<file path="src/rtl/dmem_arbiter_if.sv">
// dmem_arbiter_if: groups the core requester, the debug requester and the
// single data-memory port that the arbiter shares between them.
//   slave  - the arbiter's view (requests in, memory port and responses out)
//   master - the surrounding system's view (requesters plus the memory)
interface dmem_arbiter_if #(
    parameter int AW = 7,
    parameter int DW = 32
);
    // Core (pipeline MEM stage) requester
    logic          core_req;
    logic          core_we;
    logic [AW-1:0] core_addr;
    logic [DW-1:0] core_din;
    logic [2:0]    core_strb;
    logic [DW-1:0] core_dout;
    logic          core_stall;

    // Debug / loader requester
    logic          dbg_req;
    logic          dbg_we;
    logic [AW-1:0] dbg_addr;
    logic [DW-1:0] dbg_din;
    logic [2:0]    dbg_strb;
    logic          dbg_gnt;
    logic          dbg_rvalid;
    logic [DW-1:0] dbg_dout;

    // Data-memory port (asynchronous read)
    logic          mem_we;
    logic [AW-1:0] mem_rd_addr;
    logic [AW-1:0] mem_wr_addr;
    logic [DW-1:0] mem_din;
    logic [2:0]    mem_strb;
    logic [DW-1:0] mem_dout;

    // Current port owner: 0 = core, 1 = debug
    logic          owner;

    modport slave (
        input  core_req, core_we, core_addr, core_din, core_strb,
        output core_dout, core_stall,
        input  dbg_req, dbg_we, dbg_addr, dbg_din, dbg_strb,
        output dbg_gnt, dbg_rvalid, dbg_dout,
        output mem_we, mem_rd_addr, mem_wr_addr, mem_din, mem_strb,
        input  mem_dout,
        output owner
    );

    modport master (
        output core_req, core_we, core_addr, core_din, core_strb,
        input  core_dout, core_stall,
        output dbg_req, dbg_we, dbg_addr, dbg_din, dbg_strb,
        input  dbg_gnt, dbg_rvalid, dbg_dout,
        input  mem_we, mem_rd_addr, mem_wr_addr, mem_din, mem_strb,
        output mem_dout,
        input  owner
    );
endinterface

</file>
<file path="src/rtl/dmem_arbiter.sv">
// dmem_arbiter: shares one data-memory port between the pipeline MEM stage
// (default owner, combinational pass-through) and a debug/loader requester
// that is served in registered bursts of up to MAX_BURST accesses.
// Optional feature macro: DMEM_ARB_PREEMPT_EN
//   defined   - debug preempts a continuously busy core after STARVE_LIMIT
//               consecutive blocked cycles.
//   undefined - strict core priority; a core request during a debug burst
//               ends the burst at the next edge.
module dmem_arbiter #(
    parameter int AW           = 7,
    parameter int DW           = 32,
    parameter int MAX_BURST    = 8,
    parameter int STARVE_LIMIT = 4
) (
    input logic           clk,
    input logic           rst,
    dmem_arbiter_if.slave bus
);

    typedef enum logic {
        S_CORE = 1'b0,
        S_DBG  = 1'b1
    } state_e;

    // burst_cnt must be able to hold MAX_BURST-1 and still work for MAX_BURST = 1
    localparam int            BW         = $clog2(MAX_BURST + 1);
    localparam logic [BW-1:0] BURST_LAST = BW'(MAX_BURST - 1);
    localparam logic [BW-1:0] BURST_ONE  = BW'(1);

    state_e        state_q, state_d;
    logic [BW-1:0] burst_cnt_q, burst_cnt_d;
    logic          dbg_rvalid_q, dbg_rvalid_d;
    logic [DW-1:0] dbg_dout_q, dbg_dout_d;

    logic          dbg_gnt_raw;
    logic          core_stall_raw;
    logic          mem_we_raw;
    logic          sel_dbg;
    logic [AW-1:0] mem_addr;

`ifdef DMEM_ARB_PREEMPT_EN
    localparam int            SW         = $clog2(STARVE_LIMIT + 1);
    localparam logic [SW-1:0] STARVE_MAX = SW'(STARVE_LIMIT);
    localparam logic [SW-1:0] STARVE_ONE = SW'(1);

    logic [SW-1:0] starve_cnt_q, starve_cnt_d;
`endif

    // Ownership FSM: next state, burst/starvation counters and raw handshake outputs
    always_comb begin
        // NOTE: every output of this block gets a default before the case;
        // a path that leaves one unassigned would infer a latch.
        state_d        = state_q;
        burst_cnt_d    = burst_cnt_q;
        dbg_gnt_raw    = 1'b0;
        core_stall_raw = 1'b0;
        mem_we_raw     = 1'b0;
`ifdef DMEM_ARB_PREEMPT_EN
        starve_cnt_d   = starve_cnt_q;
`endif
        case (state_q)
            S_CORE: begin
                mem_we_raw = bus.core_req & bus.core_we;
`ifdef DMEM_ARB_PREEMPT_EN
                // Count consecutive cycles in which debug is blocked by the core
                if (bus.dbg_req && bus.core_req) begin
                    if (starve_cnt_q != STARVE_MAX) begin
                        starve_cnt_d = starve_cnt_q + STARVE_ONE;
                    end
                end else begin
                    starve_cnt_d = '0;
                end
                if (bus.dbg_req && (!bus.core_req || starve_cnt_q == STARVE_MAX)) begin
                    state_d      = S_DBG;
                    burst_cnt_d  = '0;
                    starve_cnt_d = '0;
                end
`else
                if (bus.dbg_req && !bus.core_req) begin
                    state_d     = S_DBG;
                    burst_cnt_d = '0;
                end
`endif
            end
            S_DBG: begin
                mem_we_raw     = bus.dbg_req & bus.dbg_we;
                dbg_gnt_raw    = bus.dbg_req;
                core_stall_raw = bus.core_req;
                if (bus.dbg_req) begin
                    burst_cnt_d = burst_cnt_q + BURST_ONE;
                end
                // Leave on an idle debug cycle or after the last beat of the burst
                if (!bus.dbg_req || burst_cnt_q == BURST_LAST) begin
                    state_d = S_CORE;
                end
`ifndef DMEM_ARB_PREEMPT_EN
                // Strict priority: a core request hands the port back after this beat
                if (bus.core_req) begin
                    state_d = S_CORE;
                end
`endif
            end
            default: state_d = S_CORE;
        endcase
    end

    // Debug read capture: latch memory data on a granted debug read, else hold
    always_comb begin
        dbg_rvalid_d = dbg_gnt_raw & ~bus.dbg_we;
        dbg_dout_d   = dbg_rvalid_d ? bus.mem_dout : dbg_dout_q;
    end

    // State, counters and registered debug read response
    always_ff @(posedge clk or negedge rst) begin
        if (!rst) begin
            state_q      <= S_CORE;
            burst_cnt_q  <= '0;
            dbg_rvalid_q <= 1'b0;
            dbg_dout_q   <= '0;
`ifdef DMEM_ARB_PREEMPT_EN
            starve_cnt_q <= '0;
`endif
        end else begin
            // NOTE: non-blocking assignments here so every flop samples the
            // pre-edge value of its _d input, independent of statement order.
            state_q      <= state_d;
            burst_cnt_q  <= burst_cnt_d;
            dbg_rvalid_q <= dbg_rvalid_d;
            dbg_dout_q   <= dbg_dout_d;
`ifdef DMEM_ARB_PREEMPT_EN
            starve_cnt_q <= starve_cnt_d;
`endif
        end
    end

    // Memory port steering: the owner's request goes straight to the memory
    assign sel_dbg         = (state_q == S_DBG);
    assign mem_addr        = sel_dbg ? bus.dbg_addr : bus.core_addr;
    assign bus.mem_rd_addr = mem_addr;
    assign bus.mem_wr_addr = mem_addr;
    assign bus.mem_din     = sel_dbg ? bus.dbg_din  : bus.core_din;
    assign bus.mem_strb    = sel_dbg ? bus.dbg_strb : bus.core_strb;

    // Handshake outputs are held low for as long as reset is asserted,
    // so a write cannot slip into memory while the block is being reset
    assign bus.mem_we     = rst & mem_we_raw;
    assign bus.dbg_gnt    = rst & dbg_gnt_raw;
    assign bus.core_stall = rst & core_stall_raw;

    assign bus.core_dout  = bus.mem_dout;
    assign bus.dbg_rvalid = dbg_rvalid_q;
    assign bus.dbg_dout   = dbg_dout_q;
    assign bus.owner      = sel_dbg;

endmodule

</file>
<file path="src/flat_wrapper.sv">
// flat-port wrapper written by rule: the top's interface ports become plain ports
module dmem_arbiter_flat 
#(
    parameter int AW           = 7,
    parameter int DW           = 32,
    parameter int MAX_BURST    = 8,
    parameter int STARVE_LIMIT = 4
)
  (clk, rst, bus_core_req, bus_core_we, bus_core_addr, bus_core_din, bus_core_strb, bus_core_dout, bus_core_stall, bus_dbg_req, bus_dbg_we, bus_dbg_addr, bus_dbg_din, bus_dbg_strb, bus_dbg_gnt, bus_dbg_rvalid, bus_dbg_dout, bus_mem_we, bus_mem_rd_addr, bus_mem_wr_addr, bus_mem_din, bus_mem_strb, bus_mem_dout, bus_owner);
  dmem_arbiter_if #(.AW(AW), .DW(DW)) bus_i ();
  input logic clk;
  input logic rst;
  input wire logic [$bits(bus_i.core_req)-1:0] bus_core_req;
  input wire logic [$bits(bus_i.core_we)-1:0] bus_core_we;
  input wire logic [$bits(bus_i.core_addr)-1:0] bus_core_addr;
  input wire logic [$bits(bus_i.core_din)-1:0] bus_core_din;
  input wire logic [$bits(bus_i.core_strb)-1:0] bus_core_strb;
  output wire logic [$bits(bus_i.core_dout)-1:0] bus_core_dout;
  output wire logic [$bits(bus_i.core_stall)-1:0] bus_core_stall;
  input wire logic [$bits(bus_i.dbg_req)-1:0] bus_dbg_req;
  input wire logic [$bits(bus_i.dbg_we)-1:0] bus_dbg_we;
  input wire logic [$bits(bus_i.dbg_addr)-1:0] bus_dbg_addr;
  input wire logic [$bits(bus_i.dbg_din)-1:0] bus_dbg_din;
  input wire logic [$bits(bus_i.dbg_strb)-1:0] bus_dbg_strb;
  output wire logic [$bits(bus_i.dbg_gnt)-1:0] bus_dbg_gnt;
  output wire logic [$bits(bus_i.dbg_rvalid)-1:0] bus_dbg_rvalid;
  output wire logic [$bits(bus_i.dbg_dout)-1:0] bus_dbg_dout;
  output wire logic [$bits(bus_i.mem_we)-1:0] bus_mem_we;
  output wire logic [$bits(bus_i.mem_rd_addr)-1:0] bus_mem_rd_addr;
  output wire logic [$bits(bus_i.mem_wr_addr)-1:0] bus_mem_wr_addr;
  output wire logic [$bits(bus_i.mem_din)-1:0] bus_mem_din;
  output wire logic [$bits(bus_i.mem_strb)-1:0] bus_mem_strb;
  input wire logic [$bits(bus_i.mem_dout)-1:0] bus_mem_dout;
  output wire logic [$bits(bus_i.owner)-1:0] bus_owner;
  assign bus_i.core_req = bus_core_req;
  assign bus_i.core_we = bus_core_we;
  assign bus_i.core_addr = bus_core_addr;
  assign bus_i.core_din = bus_core_din;
  assign bus_i.core_strb = bus_core_strb;
  assign bus_core_dout = bus_i.core_dout;
  assign bus_core_stall = bus_i.core_stall;
  assign bus_i.dbg_req = bus_dbg_req;
  assign bus_i.dbg_we = bus_dbg_we;
  assign bus_i.dbg_addr = bus_dbg_addr;
  assign bus_i.dbg_din = bus_dbg_din;
  assign bus_i.dbg_strb = bus_dbg_strb;
  assign bus_dbg_gnt = bus_i.dbg_gnt;
  assign bus_dbg_rvalid = bus_i.dbg_rvalid;
  assign bus_dbg_dout = bus_i.dbg_dout;
  assign bus_mem_we = bus_i.mem_we;
  assign bus_mem_rd_addr = bus_i.mem_rd_addr;
  assign bus_mem_wr_addr = bus_i.mem_wr_addr;
  assign bus_mem_din = bus_i.mem_din;
  assign bus_mem_strb = bus_i.mem_strb;
  assign bus_i.mem_dout = bus_mem_dout;
  assign bus_owner = bus_i.owner;
  dmem_arbiter #(.AW(AW), .DW(DW), .MAX_BURST(MAX_BURST), .STARVE_LIMIT(STARVE_LIMIT)) u_core (.clk(clk), .rst(rst), .bus(bus_i));
endmodule
</file>
<file path="config.mk">
export PLATFORM = sky130hd
export DESIGN_NAME = dmem_arbiter_flat
export DESIGN_NICKNAME = d
export VERILOG_FILES = /design/src/rtl/dmem_arbiter_if.sv /design/src/rtl/dmem_arbiter.sv /design/src/flat_wrapper.sv
export SDC_FILE = /design/constraint.sdc
export NUM_CORES = 1
export LEC_CHECK = 0
export BUFFER_PORTS_ARGS = -buffer_cell sky130_fd_sc_hd__buf_2
export CELL_PAD_IN_SITES_DETAIL_PLACEMENT = 0
export CELL_PAD_IN_SITES_GLOBAL_PLACEMENT = 2
export CORE_MARGIN = 1
export CORE_UTILIZATION = 21
export CTS_BUF_LIST = sky130_fd_sc_hd__clkbuf_8
export CTS_CLUSTER_DIAMETER = 40
export CTS_CLUSTER_SIZE = 28
export DETAILED_ROUTE_END_ITERATION = 6
export PLACE_DENSITY = 0.95
export SLEW_MARGIN = 20
export SYNTH_ARGS = -nofsm -noshare
export SYNTH_HDL_FRONTEND = slang
export SYNTH_SLANG_ARGS = --single-unit
export TNS_END_PERCENT = 10
</file>
<file path="constraint.sdc">
create_clock -name clk -period 3.9 [get_ports clk]
set_clock_uncertainty 0.05 [all_clocks]
set_input_delay 0.195 -clock clk [delete_from_list [all_inputs] [get_ports clk]]
set_output_delay 0.195 -clock clk [all_outputs]
set_load 0.1 [all_outputs]
</file>
=== Yosys cells after proc, flatten, opt, wreduce, memory -nomap -nowiden ===
Cells that the tools add are included.

* Multiplexer cells: 13
* Equal/unequal tests: 3
* Bitwise gates (word level): 8
* Reductions and logical operators: 5
* Add/subtract/negate cells: 1

{| class="wikitable"
|+ Operators by type and width
! cell !! number
|-
| $mux W32 || 1
|-
| $mux W4 || 2
|-
| $pmux W4 S2 || 1
|-
| $mux W7 || 1
|-
| $and A1 B1 Y1 || 6
|-
| $mux W1 || 5
|-
| $add A4 B1 Y4 const B || 1
|-
| $eq A4 B3 Y1 const B || 1
|-
| $pmux W1 S2 || 2
|-
| $mux W3 || 1
|-
| $logic_not A1 Y1 || 2
|-
| $ne A2 B1 Y1 const B || 1
|-
| $ne A2 B2 Y1 const B || 1
|-
| $not A1 Y1 || 2
|-
| $reduce_and A2 Y1 || 1
|-
| $logic_and A1 B1 Y1 || 1
|-
| $logic_or A1 B1 Y1 || 1
|}

* Register bits: 38
* Output and inout bits: 118
* Input port bits: 122
* Word-level logic and storage cells: 34

=== Depth between registers and ports, before layout ===
Gate-level depths: netlist of run 1.

* Word-level depth: 5
* Gate-level depth with buffers: 5
* Mapped depth without buffers: 4

=== Worst setup path before layout of run 1 ===
No wires, ideal clock.

* Path kind: register -> output
* Start: register u_core.state_q, in the netlist u_core.bus.owner
* End: output port bus_mem_wr_addr[3]
* Path buffers: 3
* Required time: 3655 ps
* Setup slack: 1333 ps
* Cell stages (with the launch flop): 5
* Arrival: 2322 ps
* Cells stage by stage: dfrtp_1 > buf_2 > buf_2 > mux2_2 > buf_4

* Word-level cells in the longest chain between the ends: 1

{| class="wikitable"
|+ RTL lines
! item !! RTL line !! RTL
|-
| start: declaration || dmem_arbiter.sv:30 || <nowiki>state_e state_q, state_d;</nowiki>
|-
| start signal: assignment || dmem_arbiter.sv:126 || <nowiki>state_q <= state_d;</nowiki>
|-
| $mux W7 || dmem_arbiter.sv:138 || <nowiki>assign mem_addr = sel_dbg ? bus.dbg_addr : bus.core_addr;</nowiki>
|-
| end: declaration || flat_wrapper.sv:30 || <nowiki>output wire logic [$bits(bus_i.mem_wr_addr)-1:0] bus_mem_wr_addr;</nowiki>
|}

No other way between the ends.

=== Final worst setup path of run 1 ===
* Start: register u_core.state_q, in the netlist u_core.bus.owner
* End: output port bus_mem_strb[0]

* Word-level cells in the longest chain between the ends: 1

{| class="wikitable"
|+ RTL lines
! item !! RTL line !! RTL
|-
| $mux W3 || dmem_arbiter.sv:142 || <nowiki>assign bus.mem_strb = sel_dbg ? bus.dbg_strb : bus.core_strb;</nowiki>
|-
| end: declaration || flat_wrapper.sv:32 || <nowiki>output wire logic [$bits(bus_i.mem_strb)-1:0] bus_mem_strb;</nowiki>
|}

No other way between the ends.

==> results of run 1 <==
==> per-layer routing <==
metal | global-route usage, % | vias to the layer above | wire length [µm]
met5 | 0 | - | 0
met4 | 2.86 | 0 | 52
met3 | 1.53 | 5 | 350
met2 | 15.6 | 91 | 3390
met1 | 12.5 | 990 | 2770
li1 | - | 1009 | -
==> flip-flops by register name, indices dropped and copies added (netlist names) <==
name                   count
u_core.bus.dbg_dout       32
u_core.burst_cnt_q         4
u_core.bus.dbg_rvalid      1
u_core.bus.owner           1
==> repair_timing <==
action	4_1_cts	5_1_grt
hold buffers	1	0
setup buffers	0	0
endpoints found under the hold margin	38	0
==> final cells by class <==
| type | instances | area, µm² | share of cell area, % |
|---|---|---|---|
| tap | 143 | 179 | 5.02 |
| inverter | 2 | 7.51 | 0.211 |
| clock buffer | 6 | 82.6 | 2.32 |
| sequential | 38 | 952 | 26.7 |
| multi-input combinational | 96 | 1110 | 31.1 |
| timing repair buffer | 242 | 1220 | 34.3 |
| clock inverter | 2 | 12.5 | 0.351 |
==> layout by cell type (no fill, tap or decap), types with 2 or more instances in the layout <==
master,count
buf_2,239
mux2_2,45
dfrtp_1,37
mux2_4,29
clkbuf_8,6
o21ai_0,3
nand2_1,2
nand3_1,2
and3_1,2
inv_1,2
buf_4,2
==> through the flow <==
step	cell area [µm²]	setup WS, ps
5_1_grt	3560	1430
4_1_cts	3560	1520
3_3_place_gp	3460	1900
2_1_floorplan	2450	1330
6_report	3560	1550
3_5_place_dp	3460	1820
==> power breakdown <==
part | internal, mW | switching, mW
combinational | 0.260 | 1.12
clock | 0.142 | 0.142
sequential | 0.472 | 0.0453
total | 0.874 | 1.30
==> cells by family after synthesis <==
| logic type | count (synthesis) | share of synthesized area (%) |
|---|---|---|
| AND/OR/NAND/NOR | 13 | 3.73 |
| adder cells (fa/ha/maj) | 1 | 0.511 |
| multiplexers | 74 | 38.5 |
| flip-flops | 38 | 38.8 |
| AO/OA/AOI/OAI | 8 | 2.50 |
| buffers and inverters | 50 | 15.9 |
==> how the worst max path moves through the flow <==
| stage | slack (ps) | endpoint | cells past startpoint | startpoint |
|---|---|---|---|---|
| 2_1_floorplan | 1330 | bus_mem_wr_addr[3] | 4 | u_core.bus.owner |
| 3_3_place_gp | 1900 | bus_mem_strb[0] | 3 | u_core.bus.owner |
| 3_5_place_dp | 1820 | u_core.bus.dbg_dout[28] | 3 | u_core.bus.owner |
| 4_1_cts | 1520 | bus_mem_strb[0] | 3 | u_core.bus.owner |
| 5_1_grt | 1430 | bus_mem_strb[0] | 3 | u_core.bus.owner |
| 6_report | 1550 | bus_mem_strb[0] | 3 | u_core.bus.owner |
==> flow_summary.toml, run 1 <==
[critical_path]
crit_type = "reg2out"
cp_data_arrival_time_ps = 2110
timing.rr.start = "u_core.bus.owner"
cpMaxStageDelayCell = "dfrtp_2"
worstPathRequired_ps = 3650
cp-start-kind = "register"
reg2reg_depth = 3
end_kind = "output port"
regToRegEndpoint = "u_core.bus.dbg_dout[28]"
critical_path_buf_inv_count = 2
cp_max_fo = 27
cpPeakStageDelay_ps = 700
crit_chain = "buf_4 > mux2_2 > buf_2"
cp_top_family = "buffers and inverters"
r2r_slack_ps = 1850

[timing]
period_minus_slack_ps = 2350
fmax_mhz = 425
maxSlewHeadroom_pct = 48.9
tightestPinTransition_ps = 766
post-route-period-util_pct = 60.4
finalMaxSlewViolations = 0
hold_viol = 0
setup_viol = 0
finalHoldWorstSlack_ps = 91.8
fin_tns_setup_ps = 0
grt_setup_unrepaired = "no"

[detailed_routing]
avgViaCountPerCell = 3.96
firstDrtPassIters = 4
routed-via-count = 2095
wirelength_um = 6570
detail-route-antenna-nets = 0
post-route-drc-count = 0
wl_per_cell_um = 12.4
dr.first_iter.drc_count = 66

[final_layout]
final_cells = 529
final_nets = 508
utilization_pct = 31.3
drive_gt1_share_pct = 85.0
diodes = 0
nFillCells = 1180
area_growth_pct = 45.5

[floorplan]
ios = 240
coreArea_um2 = 11400
die_w_um = 110
num_rows = 39
start_util_pct = 21.5
die_area_um2 = 12100
dieHeight_um = 110

[logic_synthesis]
ys_ff_latch = 38
synth_top_cell_area_share_pct = 38.8
yosysTopAreaCell = "dfrtp_1"
post-synth-top-count-cell = "mux2_2"
synth_flop_cell = "dfrtp_1"
async_reset_ff_share_pct = 100
synth_edf_count = 0
syn_area_per_cell_um2 = 13.3
yosysSeqAreaShare_pct = 38.8
synth_fp_nets = 307
synth_area_leaders = "dfrtp_1, mux2_2, mux2_4"
synth_cell_type_count = 24
syn_area_um2 = 2450
yosys_warnings = 0
synth_cells = 184
netlist_top_cells_count = "mux2_2, buf_4, dfrtp_1, mux2_4, buf_2"

[power]
p_total_mw = 2.18
cellPowerDensity_nw_per_um2 = 612
p_leak_nw = 1.95
peakVddDrop_mv = 0.296

[cts]
clock_sinks = 38
cts_buffers = 5
post_cts_resized = 0
cts.root.buffer_cell = "clkbuf_8"
cts_max_level = 2
clock_latency_ps = 280
cts.clk_slew.worst_paths_ps = 80
max-clock-path-buffers = 2
cts_tree = "yes"

[placement]
dp.cells = 520
io_buffers = 239
dp_hpwl_um = 5290
gp_congestion = 0.670

[worst_hold_path]
worstHoldStart = "bus_mem_dout[10]"
holdPathStages = 2
hold_class = "in2reg"
whs_endpoint = "u_core.bus.dbg_dout[10]"

[global_routing]
grt_start_max_net_pins = 42
grt_first_pass_wirelength_um = 8740
grt_pass1_vias = 1732
antenna_found_initial = 0
grt_usage_pct = 9.41
grt-ovfl-total = 0

[outcome]
status = "finished clean"

[job]
cap_violations = 0
Power figures use the tool's default switching activity.
==> run 2: changes to the inputs <==
- CORE_UTILIZATION: 21 -> 18
- PLACE_DENSITY: 0.95 -> 0.9
- clock period: 3.9 -> 1.9 ns (I/O delays scaled with it)
==> run 2 against run 1 <==
Sequential cell count unchanged. Non-clock buffer count up 31. Sequential share of layout area down 4.6 points. Critical path type unchanged. Count of clock-buffer cells in the layout unchanged. Register-to-register slack worse by 1500 ps. Critical path depth unchanged. Critical endpoint is now bus_mem_din[1]. Sequential power up 110%. Clock power rose to 3.0 times the previous value.
==> flow_summary.toml, run 2 (synthesis gave the netlist of run 1 again) <==
[cts]
clock_latency_ps = 280
clock_sinks = 38
cts_buffers = 5
cts_max_level = 2
post_cts_resized = 0
cts.root.buffer_cell = "clkbuf_8"
cts_tree = "yes"
cts.clk_slew.worst_paths_ps = 70
max-clock-path-buffers = 2

[placement]
place_ws_ps = 395
place_area_um2 = 3880
io_buffers = 239
gp_congestion = 0.683
dp_hpwl_um = 5770

[floorplan]
dieHeight_um = 119
ios = 240
start_util_pct = 18.5
die_area_um2 = 14100
die_w_um = 119
coreArea_um2 = 13200
num_rows = 42

[outcome]
status = "finished clean"

[global_routing]
grt-ovfl-total = 0
grt_usage_pct = 10.2
grt_start_max_net_pins = 39
grt_pass1_vias = 2281
grt_first_pass_wirelength_um = 11500
antenna_found_initial = 0

[detailed_routing]
detail-route-antenna-nets = 0
wirelength_um = 7550
wl_per_cell_um = 12.7
avgViaCountPerCell = 3.87
firstDrtPassIters = 4
routed-via-count = 2295
post-route-drc-count = 0
dr.first_iter.drc_count = 35

[critical_path]
crit_chain = "buf_12 > mux2_2 > buf_2"
crit_type = "reg2out"
regToRegEndpoint = "u_core.bus.dbg_dout[12]"
cp-start-kind = "register"
cpMaxStageDelayCell = "dfrtp_4"
cp_max_fo = 38
r2r_slack_ps = 400
cp_data_arrival_time_ps = 1670
worstPathRequired_ps = 1750
reg2reg_depth = 4
timing.rr.start = "u_core.bus.owner"
end_kind = "output port"
cpPeakStageDelay_ps = 510

[final_layout]
area_growth_pct = 76.0
final_common_cell = "buf_2"
diodes = 0
largest_reg_flops = 32
layout_common_cells = "buf_2, mux2_2, dfrtp_1"
drive_gt1_share_pct = 79.9
final_nets = 539
fin_area_um2 = 4310

[timing]
setup_viol = 0
finalMaxSlewViolations = 0
period_minus_slack_ps = 1820
maxSlewHeadroom_pct = 65.2
hold_viol = 0
finalHoldWorstSlack_ps = 13.8
setup_ws_ps = 83.5
fmax_mhz = 551
grt_setup_unrepaired = "no"
post-route-period-util_pct = 95.6
tightestPinTransition_ps = 525
fin_tns_setup_ps = 0

[power]
p_leak_nw = 2.24
p_total_mw = 4.93
peakVddDrop_mv = 0.635
cellPowerDensity_nw_per_um2 = 1140

[worst_hold_path]
hold_class = "in2reg"
holdPathStages = 2
whs_endpoint = "u_core.bus.dbg_dout[12]"
worstHoldStart = "bus_mem_dout[12]"

[job]
cap_violations = 0
==> run 2: cell types whose count changed in the layout (fill, tap and decap cells not counted), sizes merged <==
cell	delta
dlygate4sd3	+28
buf	+3
bufinv	+2
clkinv	-1
clkinvlp	-1
==> run 2: how the worst max path moves through the flow <==
stage / from / end / slack [ps] / cells after the start
final: u_core.bus.owner / bus_mem_din[1] / 80 / 3
after global routing: u_core.bus.owner / bus_mem_din[14] / 40 / 3
after CTS: u_core.bus.owner / bus_mem_din[9] / 70 / 3
after detailed placement: u_core.bus.owner / u_core.bus.dbg_dout[16] / 400 / 4
after global placement: u_core.bus.owner / bus_mem_din[22] / 410 / 3
after floorplan: u_core.bus.owner / bus_mem_wr_addr[3] / -40 / 4
==> run 2: power by group <==
| part | internal, mW | switching (mW) |
|---|---|---|
| sequential | 0.970 | 0.0956 |
| clock | 0.560 | 0.292 |
| combinational | 0.681 | 2.33 |
==> run 2: metal layers <==
layer,up-vias,track usage [%],part of all wire [%]
li1,1072,-,-
met3,5,3.09,10
met4,0,2.22,0.53
met1,1069,11.1,37
met5,-,0,0
met2,149,19.2,52
==> run 2: layout make-up <==
type	instances	area, µm²
Fill cell	1331	8930
Timing Repair Buffer	273	1850
Multi-Input combinational cell	96	1140
Sequential cell	38	955
Tap cell	176	220
Clock buffer	6	82.6
Clock inverter	2	60.1
Inverter	2	7.51
==> run 2: what timing repair did <==
item                                   in CTS  in global routing
endpoints found under the hold margin      65                  1
buffers inserted                            0                  0
setup endpoints to repair                   0                  0
hold buffers                               28                  1
==> run 2: metrics by stage <==
stage	std cells	utilization (%)
CTS	592	32.5
global placement	556	29.3
global route	593	32.5
detailed placement	556	29.3
floorplan	184	-
finish	593	32.5
==> run 2: worst max-delay path, delay by kind of cell, from the launching register on <==
kind,cells,cell delay (ps)
buf+inv,2,610
flops,1,510
mux,1,250
==> run 3: changes to the inputs <==
- CORE_UTILIZATION: 18 -> 17
- CTS_BUF_LIST: sky130_fd_sc_hd__clkbuf_8 -> default
- PLACE_DENSITY: 0.9 -> 0.86
==> run 3 against run 2 <==
Global-route usage is 1.7 points lower. First-iteration DRC count decreased by 26%. Routed wire length is 5.0% lower. Worst hold slack worse by 2.4 ps. Core utilization decreased by 3.7 points. Final cell count decreased by 4.2%. Setup slack improved by 3.4 ps. Critical endpoint is now bus_mem_din[19]. Largest cell class unchanged.
==> flow_summary.toml, run 3 (synthesis gave the netlist of run 1 again) <==
[placement]
dp_hpwl_um = 5920
gp_congestion = 0.684
place_area_um2 = 3860
io_buffers = 239
place_ws_ps = 369

[detailed_routing]
avgViaCountPerCell = 3.76
post-route-drc-count = 0
wl_per_cell_um = 12.6
dr.first_iter.drc_count = 26
detail-route-antenna-nets = 0
firstDrtPassIters = 3
wirelength_um = 7170
routed-via-count = 2135

[timing]
tightestPinTransition_ps = 505
grt_setup_unrepaired = "no"
setup_ws_ps = 86.9
hold_viol = 0
period_minus_slack_ps = 1810
maxSlewHeadroom_pct = 66.6
fin_tns_setup_ps = 0
fmax_mhz = 552
setup_viol = 0
post-route-period-util_pct = 95.4
finalMaxSlewViolations = 0

[final_layout]
diodes = 0
nFillCells = 1462
multi_input_area_um2 = 1140
regArea_um2 = 955
largest_reg_flops = 32
fin_area_um2 = 4040
layout_common_cells = "buf_2, mux2_2, dfrtp_1"
drive_gt1_share_pct = 85.3
final_common_cell = "buf_2"
final_nets = 510
area_growth_pct = 64.8

[critical_path]
worstPathRequired_ps = 1750
end_kind = "output port"
cp_data_arrival_time_ps = 1670
crit_type = "reg2out"
cp-start-kind = "register"
cp_max_fo = 38

[power]
internal-power_mw = 2.23
p_leak_nw = 2.12
cellPowerDensity_nw_per_um2 = 1230
clock_power_share_pct = 18.7
swShare_pct = 55.0
combPwrFrac_pct = 59.7
sequentialPowerShare_pct = 21.5
p_sw_mw = 2.72
peakVddDrop_mv = 0.691

[cts]
clock_latency_ps = 270
cts_tree = "yes"
max-clock-path-buffers = 2
cts_buffers = 5
cts_max_level = 2
clock_sinks = 38
cts.root.buffer_cell = "clkbuf_16"
cts.clk_slew.worst_paths_ps = 60
cts_setup_buffers = 0

[floorplan]
num_rows = 43
ios = 240
die_w_um = 122
start_util_pct = 17.5
die_area_um2 = 14900
coreArea_um2 = 14000
dieHeight_um = 122

[worst_hold_path]
hold_class = "in2reg"

[global_routing]
grt_start_max_net_pins = 39
grt-ovfl-total = 0
grt_usage_pct = 8.50
grt_pass1_vias = 1955
grt_first_pass_wirelength_um = 9640
antenna_found_initial = 0

[outcome]
status = "finished clean"

[job]
cap_violations = 0
[run 3: routing by layer]
metal | track usage, % | part of all wire, % | up-vias
met2 | 17.2 | 54 | 145
met4 | 1.62 | 0.47 | 0
met3 | 1.83 | 9.5 | 4
li1 | - | - | 1011
met1 | 8.74 | 36 | 975
met5 | 0 | 0 | -
[run 3: worst paths after layout]
kind | endpoint | depth (start not counted) | start | slack (ps)
worst max-delay path | bus_mem_din[19] | 3 | u_core.bus.owner | 90
worst min-delay path | u_core.bus.dbg_dout[29] | 2 | bus_mem_dout[29] | 10
worst max register to register | u_core.bus.dbg_dout[28] | 4 | u_core.bus.owner | 430
max in group asynchronous | u_core.bus.dbg_dout[25] | 3 | rst | 970
min in group asynchronous | u_core.bus.owner | 2 | rst | 160
worst min register to register | u_core.bus.dbg_dout[29] | 1 | u_core.bus.dbg_dout[29] | 450
[run 3: what timing repair did]
item	CTS	global route
hold buffers	1	0
setup endpoints to repair	0	0
resized for setup	0	0
endpoints found under the hold margin	5	0
[run 3: cell type report]
class / instances / area share (%)
Clock buffer: 6 / 3.19
Sequential cell: 38 / 23.7
Inverter: 2 / 0.186
Clock inverter: 2 / 0.930
Multi-Input combinational cell: 96 / 28.1
Timing Repair Buffer: 244 / 38.3
Tap cell: 180 / 5.58
[run 3: worst max-delay path, cell delays in order, from the launching register on]
cell,delay (ps)
dfrtp_4,510
buf_12,190
mux2_2,260
buf_2,420
[run 3: power by group through the flow]
stage               clock network [mW]  logic [mW]  registers, mW
floorplan                            0        1.34           2.19
global placement                     0        2.96           1.08
detailed placement                   0        2.98           1.07
CTS                              0.971        2.98           1.07
global route                      1.01        3.04           1.09
finish                           0.927        2.96           1.07
[run 3: stage by stage]
step	total power [mW]	utilization (%)	hold WS [ps]	std cells
6_report	4.95	28.9	11.4	568
3_3_place_gp	4.04	27.6	-96.3	559
4_1_cts	5.02	28.9	3.15	568
3_5_place_dp	4.05	27.6	-92.5	559
5_1_grt	5.14	28.9	5.58	568
2_1_floorplan	3.53	-	-251	184
